`src/rtl/alu_result_serial_ctrl.sv`:
```
// -----------------------------------------------------------------------------
// alu_result_serial_ctrl
//
// Sequencer for the ALU-result serial output path. A debounced press of BUT1
// starts one frame: the current op_sel is held for the datapath latency, the
// ALU result is captured and then shifted out MSB-first on a divided bit clock
// while ser_frame is high. After each frame op_sel advances (wrapping at
// OP_COUNT-1). One press arriving while a frame is in flight is remembered and
// starts the next frame automatically.
//
// Ports
//   CLK         in   1          system clock, all logic on posedge
//   RST         in   1          synchronous, active-high reset
//   BUT1        in   1          raw asynchronous push button, active-high
//   op_sel      out  OP_W       ALU operation select to the datapath
//   alu_result  in   DATA_W     ALU result, valid one cycle after op_sel
//   ser_data    out  1          serial data, MSB first
//   ser_clk     out  1          bit clock, receiver samples on the rising edge
//   ser_frame   out  1          high for the whole DATA_W-bit word
//   busy        out  1          high from press acceptance until done
//   done        out  1          one-cycle pulse after the frame ends
// -----------------------------------------------------------------------------
module alu_result_serial_ctrl #(
    parameter int DATA_W          = 8,
    parameter int OP_COUNT        = 8,
    parameter int DEBOUNCE_CYCLES = 1000000,
    parameter int BIT_DIV         = 50,
    localparam int OP_W           = (OP_COUNT > 1) ? $clog2(OP_COUNT) : 1
) (
    input  logic              CLK,
    input  logic              RST,
    input  logic              BUT1,
    output logic [OP_W-1:0]   op_sel,
    input  logic [DATA_W-1:0] alu_result,
    output logic              ser_data,
    output logic              ser_clk,
    output logic              ser_frame,
    output logic              busy,
    output logic              done
);

    localparam int HALF_DIV = BIT_DIV / 2;
    localparam int PH_W     = (HALF_DIV > 1) ? $clog2(HALF_DIV) : 1;
    localparam int BIT_W    = (DATA_W > 1) ? $clog2(DATA_W) : 1;
    localparam int CNT_W    = $clog2(DEBOUNCE_CYCLES + 1);

    localparam logic [PH_W-1:0]  PH_LAST  = PH_W'(HALF_DIV - 1);
    localparam logic [BIT_W-1:0] BIT_LAST = BIT_W'(DATA_W - 1);
    localparam logic [CNT_W-1:0] DB_LAST  = CNT_W'(DEBOUNCE_CYCLES - 1);
    localparam logic [OP_W-1:0]  OP_LAST  = OP_W'(OP_COUNT - 1);

    typedef enum logic [2:0] {
        ST_IDLE    = 3'd0,
        ST_SELECT  = 3'd1,
        ST_CAPTURE = 3'd2,
        ST_SHIFT   = 3'd3,
        ST_DONE    = 3'd4
    } state_t;

    // Button input path
    logic             r_sync1;
    logic             r_sync2;
    logic [CNT_W-1:0] r_db_cnt;
    logic             r_btn_level;
    logic             r_btn_prev;
    logic             w_press;

    // Sequencer state
    state_t            r_state;
    logic              r_pending;
    logic [OP_W-1:0]   r_op_sel;
    logic [DATA_W-1:0] r_sreg;      // bits still to send, next bit in the MSB
    logic [PH_W-1:0]   r_phase;
    logic [BIT_W-1:0]  r_bit_cnt;
    logic              r_ser_data;
    logic              r_ser_clk;
    logic              r_ser_frame;
    logic              r_busy;
    logic              r_done;

    // Synchronise BUT1 and accept a new level only after it has differed from
    // the accepted level for DEBOUNCE_CYCLES consecutive cycles.
    always_ff @(posedge CLK) begin
        if (RST) begin
            r_sync1     <= 1'b0;
            r_sync2     <= 1'b0;
            r_db_cnt    <= '0;
            r_btn_level <= 1'b0;
            r_btn_prev  <= 1'b0;
        end else begin
            r_sync1    <= BUT1;
            r_sync2    <= r_sync1;
            r_btn_prev <= r_btn_level;
            if (r_sync2 != r_btn_level) begin
                if (r_db_cnt == DB_LAST) begin
                    r_btn_level <= r_sync2;
                    r_db_cnt    <= '0;
                end else begin
                    r_db_cnt <= r_db_cnt + 1'b1;
                end
            end else begin
                // any bounce back to the accepted level restarts the count
                r_db_cnt <= '0;
            end
        end
    end

    assign w_press = r_btn_level & ~r_btn_prev;

    // Frame sequencer: select, capture, shift out, advance op_sel.
    always_ff @(posedge CLK) begin
        if (RST) begin
            r_state     <= ST_IDLE;
            r_pending   <= 1'b0;
            r_op_sel    <= '0;
            r_sreg      <= '0;
            r_phase     <= '0;
            r_bit_cnt   <= '0;
            r_ser_data  <= 1'b0;
            r_ser_clk   <= 1'b0;
            r_ser_frame <= 1'b0;
            r_busy      <= 1'b0;
            r_done      <= 1'b0;
        end else begin
            r_done <= 1'b0;
            // one press is remembered while busy (including the DONE cycle)
            if ((r_state != ST_IDLE) && w_press) begin
                r_pending <= 1'b1;
            end
            case (r_state)
                ST_IDLE: begin
                    if (w_press || r_pending) begin
                        r_pending <= 1'b0;
                        r_busy    <= 1'b1;
                        r_state   <= ST_SELECT;
                    end else begin
                        r_state <= ST_IDLE;
                    end
                end
                ST_SELECT: begin
                    // op_sel already stable; this cycle covers the ALU latency
                    r_state <= ST_CAPTURE;
                end
                ST_CAPTURE: begin
                    r_ser_data  <= alu_result[DATA_W-1];
                    r_sreg      <= {alu_result[DATA_W-2:0], 1'b0};
                    r_ser_frame <= 1'b1;
                    r_ser_clk   <= 1'b0;
                    r_bit_cnt   <= '0;
                    r_phase     <= '0;
                    r_state     <= ST_SHIFT;
                end
                ST_SHIFT: begin
                    if (r_phase == PH_LAST) begin
                        r_phase <= '0;
                        if (!r_ser_clk) begin
                            r_ser_clk <= 1'b1;          // data held across the rise
                        end else begin
                            r_ser_clk <= 1'b0;
                            if (r_bit_cnt == BIT_LAST) begin
                                r_ser_frame <= 1'b0;
                                r_ser_data  <= 1'b0;
                                r_done      <= 1'b1;
                                r_state     <= ST_DONE;
                            end else begin
                                // next bit changes together with the falling edge
                                r_bit_cnt  <= r_bit_cnt + 1'b1;
                                r_ser_data <= r_sreg[DATA_W-1];
                                r_sreg     <= {r_sreg[DATA_W-2:0], 1'b0};
                            end
                        end
                    end else begin
                        r_phase <= r_phase + 1'b1;
                    end
                end
                ST_DONE: begin
                    r_op_sel <= (r_op_sel == OP_LAST) ? '0 : (r_op_sel + 1'b1);
                    r_busy   <= 1'b0;
                    r_state  <= ST_IDLE;
                end
                default: begin
                    r_state <= ST_IDLE;
                end
            endcase
        end
    end

    assign op_sel    = r_op_sel;
    assign ser_data  = r_ser_data;
    assign ser_clk   = r_ser_clk;
    assign ser_frame = r_ser_frame;
    assign busy      = r_busy;
    assign done      = r_done;

endmodule
```
`config.mk`:
```
export PLATFORM = sky130hd
export DESIGN_NAME = alu_result_serial_ctrl
export DESIGN_NICKNAME = d
export VERILOG_FILES = /design/src/rtl/alu_result_serial_ctrl.sv
export SDC_FILE = /design/constraint.sdc
export NUM_CORES = 1
export LEC_CHECK = 0
export ABC_AREA = 1
export ABC_CLOCK_PERIOD_IN_PS = 2050
export CORE_ASPECT_RATIO = 1.5
export CORE_MARGIN = 2
export CORE_UTILIZATION = 40
export DETAILED_ROUTE_END_ITERATION = 8
export GPL_TIMING_DRIVEN = 0
export PLACE_DENSITY = 0.6
export SETUP_SLACK_MARGIN = 0.2
export SYNTH_ARGS = -nofsm -noshare
export SYNTH_HDL_FRONTEND = slang
export SYNTH_SLANG_ARGS = --single-unit
```
`constraint.sdc`:
```
create_clock -name CLK -period 2.05 [get_ports CLK]
set_clock_uncertainty 0.1 [all_clocks]
set_input_delay 0.615 -clock CLK [delete_from_list [all_inputs] [get_ports CLK]]
set_output_delay 0.615 -clock CLK [all_outputs]
set_load 0.01 [all_outputs]
```
==> run summary <==
The number of antenna violations at the first check in global routing came to 0. The synthesis warning total came out at 0. In the final layout, the multi-input gates occupy 1290 um^2. The worst vdd rail ir drop came out at 0.275 mV. TritonCTS built the clock tree. The area of the mapped netlist came out at 2520 um^2. In the final layout, the share of cells above drive strength 1 is 0.0865.

The remaining antenna violation count is 0. The worst setup path is captured at a register. Synthesis inferred 51 register bits. At the pin with the least slew margin, the transition time is 440 ps. The initial utilization of the core area, before any placement, comes to 0.411. The number of global-route vias before repair came to 2,113. The growth of design area from synthesis to finish is 14.6%. The final critical delay including setup and external delays is 1750 ps.

The worst setup path is launched from a register. In this run the horizontal extent of the chip is 68.8 um. The number of hold violations in the final report was 0. In this run the static leakage power is 1.14 nW. The number of placed instances, taps included came out at 459.

The clock-pin transition on the worst setup and hold timing paths is 90 ps. The worst pin sits at a relative slew slack of 0.707. Among all stages on the critical path, the largest delay is contributed by sky130_fd_sc_hd__dfxtp_1.

The post-route non-filler standard cell count came out at 467. The number of vias after detailed routing is 2,251. After detailed routing, the number of remaining DRC violations is 0. The HPWL after detailed placement is 4.09 mm.

The share of synthesized area occupied by flip-flops and latches is 0.405. The number of endpoints failing setup at the final stage is 0. The synthesized area per cell is 6.85 um^2. The vertical die dimension is 101 um. Entering global routing, the biggest net connects 16 pins. The total detailed-routing wirelength came out at 5.31 mm. For this design, the sink count on the clock tree is 51. Walking the worst path, the cells encountered are ha_1 > ha_1 > a21oi_2 > nand3_4 > buf_6 > nor2_1 > nor2_1. The number of nets in the synthesized netlist is 386. Of the available clock period, the critical path in the final layout requires 0.855.

After floorplanning, the core was divided into 35 placement rows. The number of distinct library cell variants in the gate-level netlist after synthesis is 27. The count of final max-slew check failures came out at 0.

In the layout the commonest cells are sky130_fd_sc_hd__nand2_1, sky130_fd_sc_hd__nor2_1, sky130_fd_sc_hd__dfxtp_1. The number of buffers inserted during clock tree synthesis came out at 5. The worst hold-check path type is register to register. The die footprint is 6960 um^2. The core region is 6130 um^2.

For this run, the total global-route usage over all layers was measured as 0.168. The total overflow left after global routing is 0. The H-tree was split into 2 levels.

0 antenna diodes ended up in the layout. The delay of the slowest cell on the worst path is 350 ps. STA puts the critical path data arrival time at 1860 ps.

The tree is rooted in a sky130_fd_sc_hd__clkbuf_8. Power spread over the standard cell area amounts to 569 nW/um^2. At the end of routability-driven placement, the weighted congestion stood at 0.881. The core occupancy in the finished layout is 0.471. The category of cells accounting for the largest share of critical-path delay is adder cells. After detailed routing, the average wire length per cell comes to 11.4 um. The number of filler cells placed in the layout came out at 636. The worst setup path is of the register to register kind. The maximum buffer depth of the clock tree is 2. The final setup TNS is 0 ps. The global-route wire length before repair came out at 8.94 mm.

The register cell area after layout came out at 1020 um^2. The average via count per standard cell is 4.82. The number of buffer cells added on primary ports came out at 17. Leaving out fill and tap cells, the most frequent cell in the layout is sky130_fd_sc_hd__nand2_1.

The run finished with clean final reports. The later pin in the worst-skew pair is clocked with a latency of 300 ps. STA puts the critical path data required time at 2160 ps. The layout net count came out at 410. In this run the worst path has a maximum fanout of 10. The first routing iteration left 122 violations.

The number of max-cap violations is 0. The count of TritonRoute iterations in the first routing pass came out at 4. The count of mapped cells out of synthesis is 368. The count of hold buffers inserted by post-cts repair is 0.

In this run the count of I/O pins placed on the die edge is 19. Setup repair after global routing left no endpoint under its margin. The highest achievable clock rate came out at 0.571 GHz.

Counting both buffers and inverters, the worst setup path holds a total of 1.
-- sequential cells by signal, indices dropped and copies added (netlist names) --
signal / count
op_sel: 3
r_pending: 1
busy: 1
ser_data: 1
ser_frame: 1
r_bit_cnt: 3
r_db_cnt: 20
r_sync2: 1
r_btn_level: 1
r_sync1: 1
r_sreg: 7
r_phase: 5
ser_clk: 1
r_state: 3
done: 1
r_btn_prev: 1
-- stage by stage --
| stage | power, mW | instance area, um^2 | hold WS [ps] | setup slack [ps] |
|---|---|---|---|---|
| 2_1_floorplan | 1.04 | 2520 | 288 | 475 |
| 3_3_place_gp | 1.07 | 2780 | 301 | 205 |
| 3_5_place_dp | 1.07 | 2780 | 304 | 196 |
| 4_1_cts | 1.68 | 2870 | 321 | 104 |
| 5_1_grt | 1.72 | 2890 | 349 | 208 |
| 6_report | 1.64 | 2890 | 313 | 298 |
-- worst reg2reg max path: stages, from the launching register on --
cell and delay (ps):
sky130_fd_sc_hd__dfxtp_1 350, sky130_fd_sc_hd__ha_1 200, sky130_fd_sc_hd__ha_1 230, sky130_fd_sc_hd__a21oi_2 280, sky130_fd_sc_hd__nand3_4 160, sky130_fd_sc_hd__buf_6 180, sky130_fd_sc_hd__nor2_1 90, sky130_fd_sc_hd__nor2_1 50
-- power breakdown --
group | leakage, nW | internal [mW] | switching [mW]
clock | 0.0484 | 0.277 | 0.324
sequential | 0.413 | 0.992 | 0.00118
combinational | 0.678 | 0.0252 | 0.0239
-- worst paths after layout --
path	from	end	slack (ps)	depth (start not counted)
hold reg to reg	r_sync1	r_sync2	310	2
setup reg to reg	r_bit_cnt[0]	r_sreg[6]	300	7
hold / removal	r_sync1	r_sync2	310	2
setup / recovery	r_bit_cnt[0]	r_sreg[6]	300	7
-- synthesized netlist by cell type (all sizes together) --
library cell / number / area [um^2]
a21oi: 24 / 135
nand2: 96 / 380
buf: 6 / 35.0
or2: 3 / 18.8
clkbuf: 1 / 13.8
xnor2: 5 / 43.8
ha: 7 / 87.6
nor2: 75 / 289
nor3: 3 / 15.0
dfxtp: 51 / 1020
inv: 45 / 169
nand3: 17 / 97.6
o21ai: 21 / 116
o21bai: 1 / 7.51
a31oi: 1 / 6.26
nand4: 9 / 56.3
xor2: 2 / 17.5
o211a: 1 / 10.0
-- cells by family (layout without fill, tap and decap cells) --
| logic type | Yosys count | after routing | synth area share |
|---|---|---|---|
| compound gates | 48 | 48 | 0.109 |
| xor+xnor | 7 | 7 | 0.0243 |
| fa+ha+maj | 7 | 7 | 0.0348 |
| buf+inv | 52 | 77 | 0.0864 |
| flops | 51 | 51 | 0.405 |
| simple gates | 203 | 203 | 0.340 |
-- routing by layer --
metal | share of wire | track usage
met1 | 0.42 | 0.173
met2 | 0.54 | 0.326
met3 | 0.024 | 0.0267
met4 | 0.015 | 0.0558
met5 | 0 | 0
-- timing repair --
action / CTS / global route
endpoints found under the setup margin: 9 / 21
hold endpoints to repair: 0 / 0
resized for setup: 10 / 5
setup buffers: 0 / 0
-- final cells by class --
type                       count  share of cell area
multi-input combinational    265               0.446
sequential                    51               0.355
inverter                      45              0.0585
timing repair buffer          17              0.0568
tap                           74              0.0321
clock buffer                   7              0.0299
buffer                         7              0.0186
clock inverter                 1             0.00303
Power figures use the tool's default switching activity.
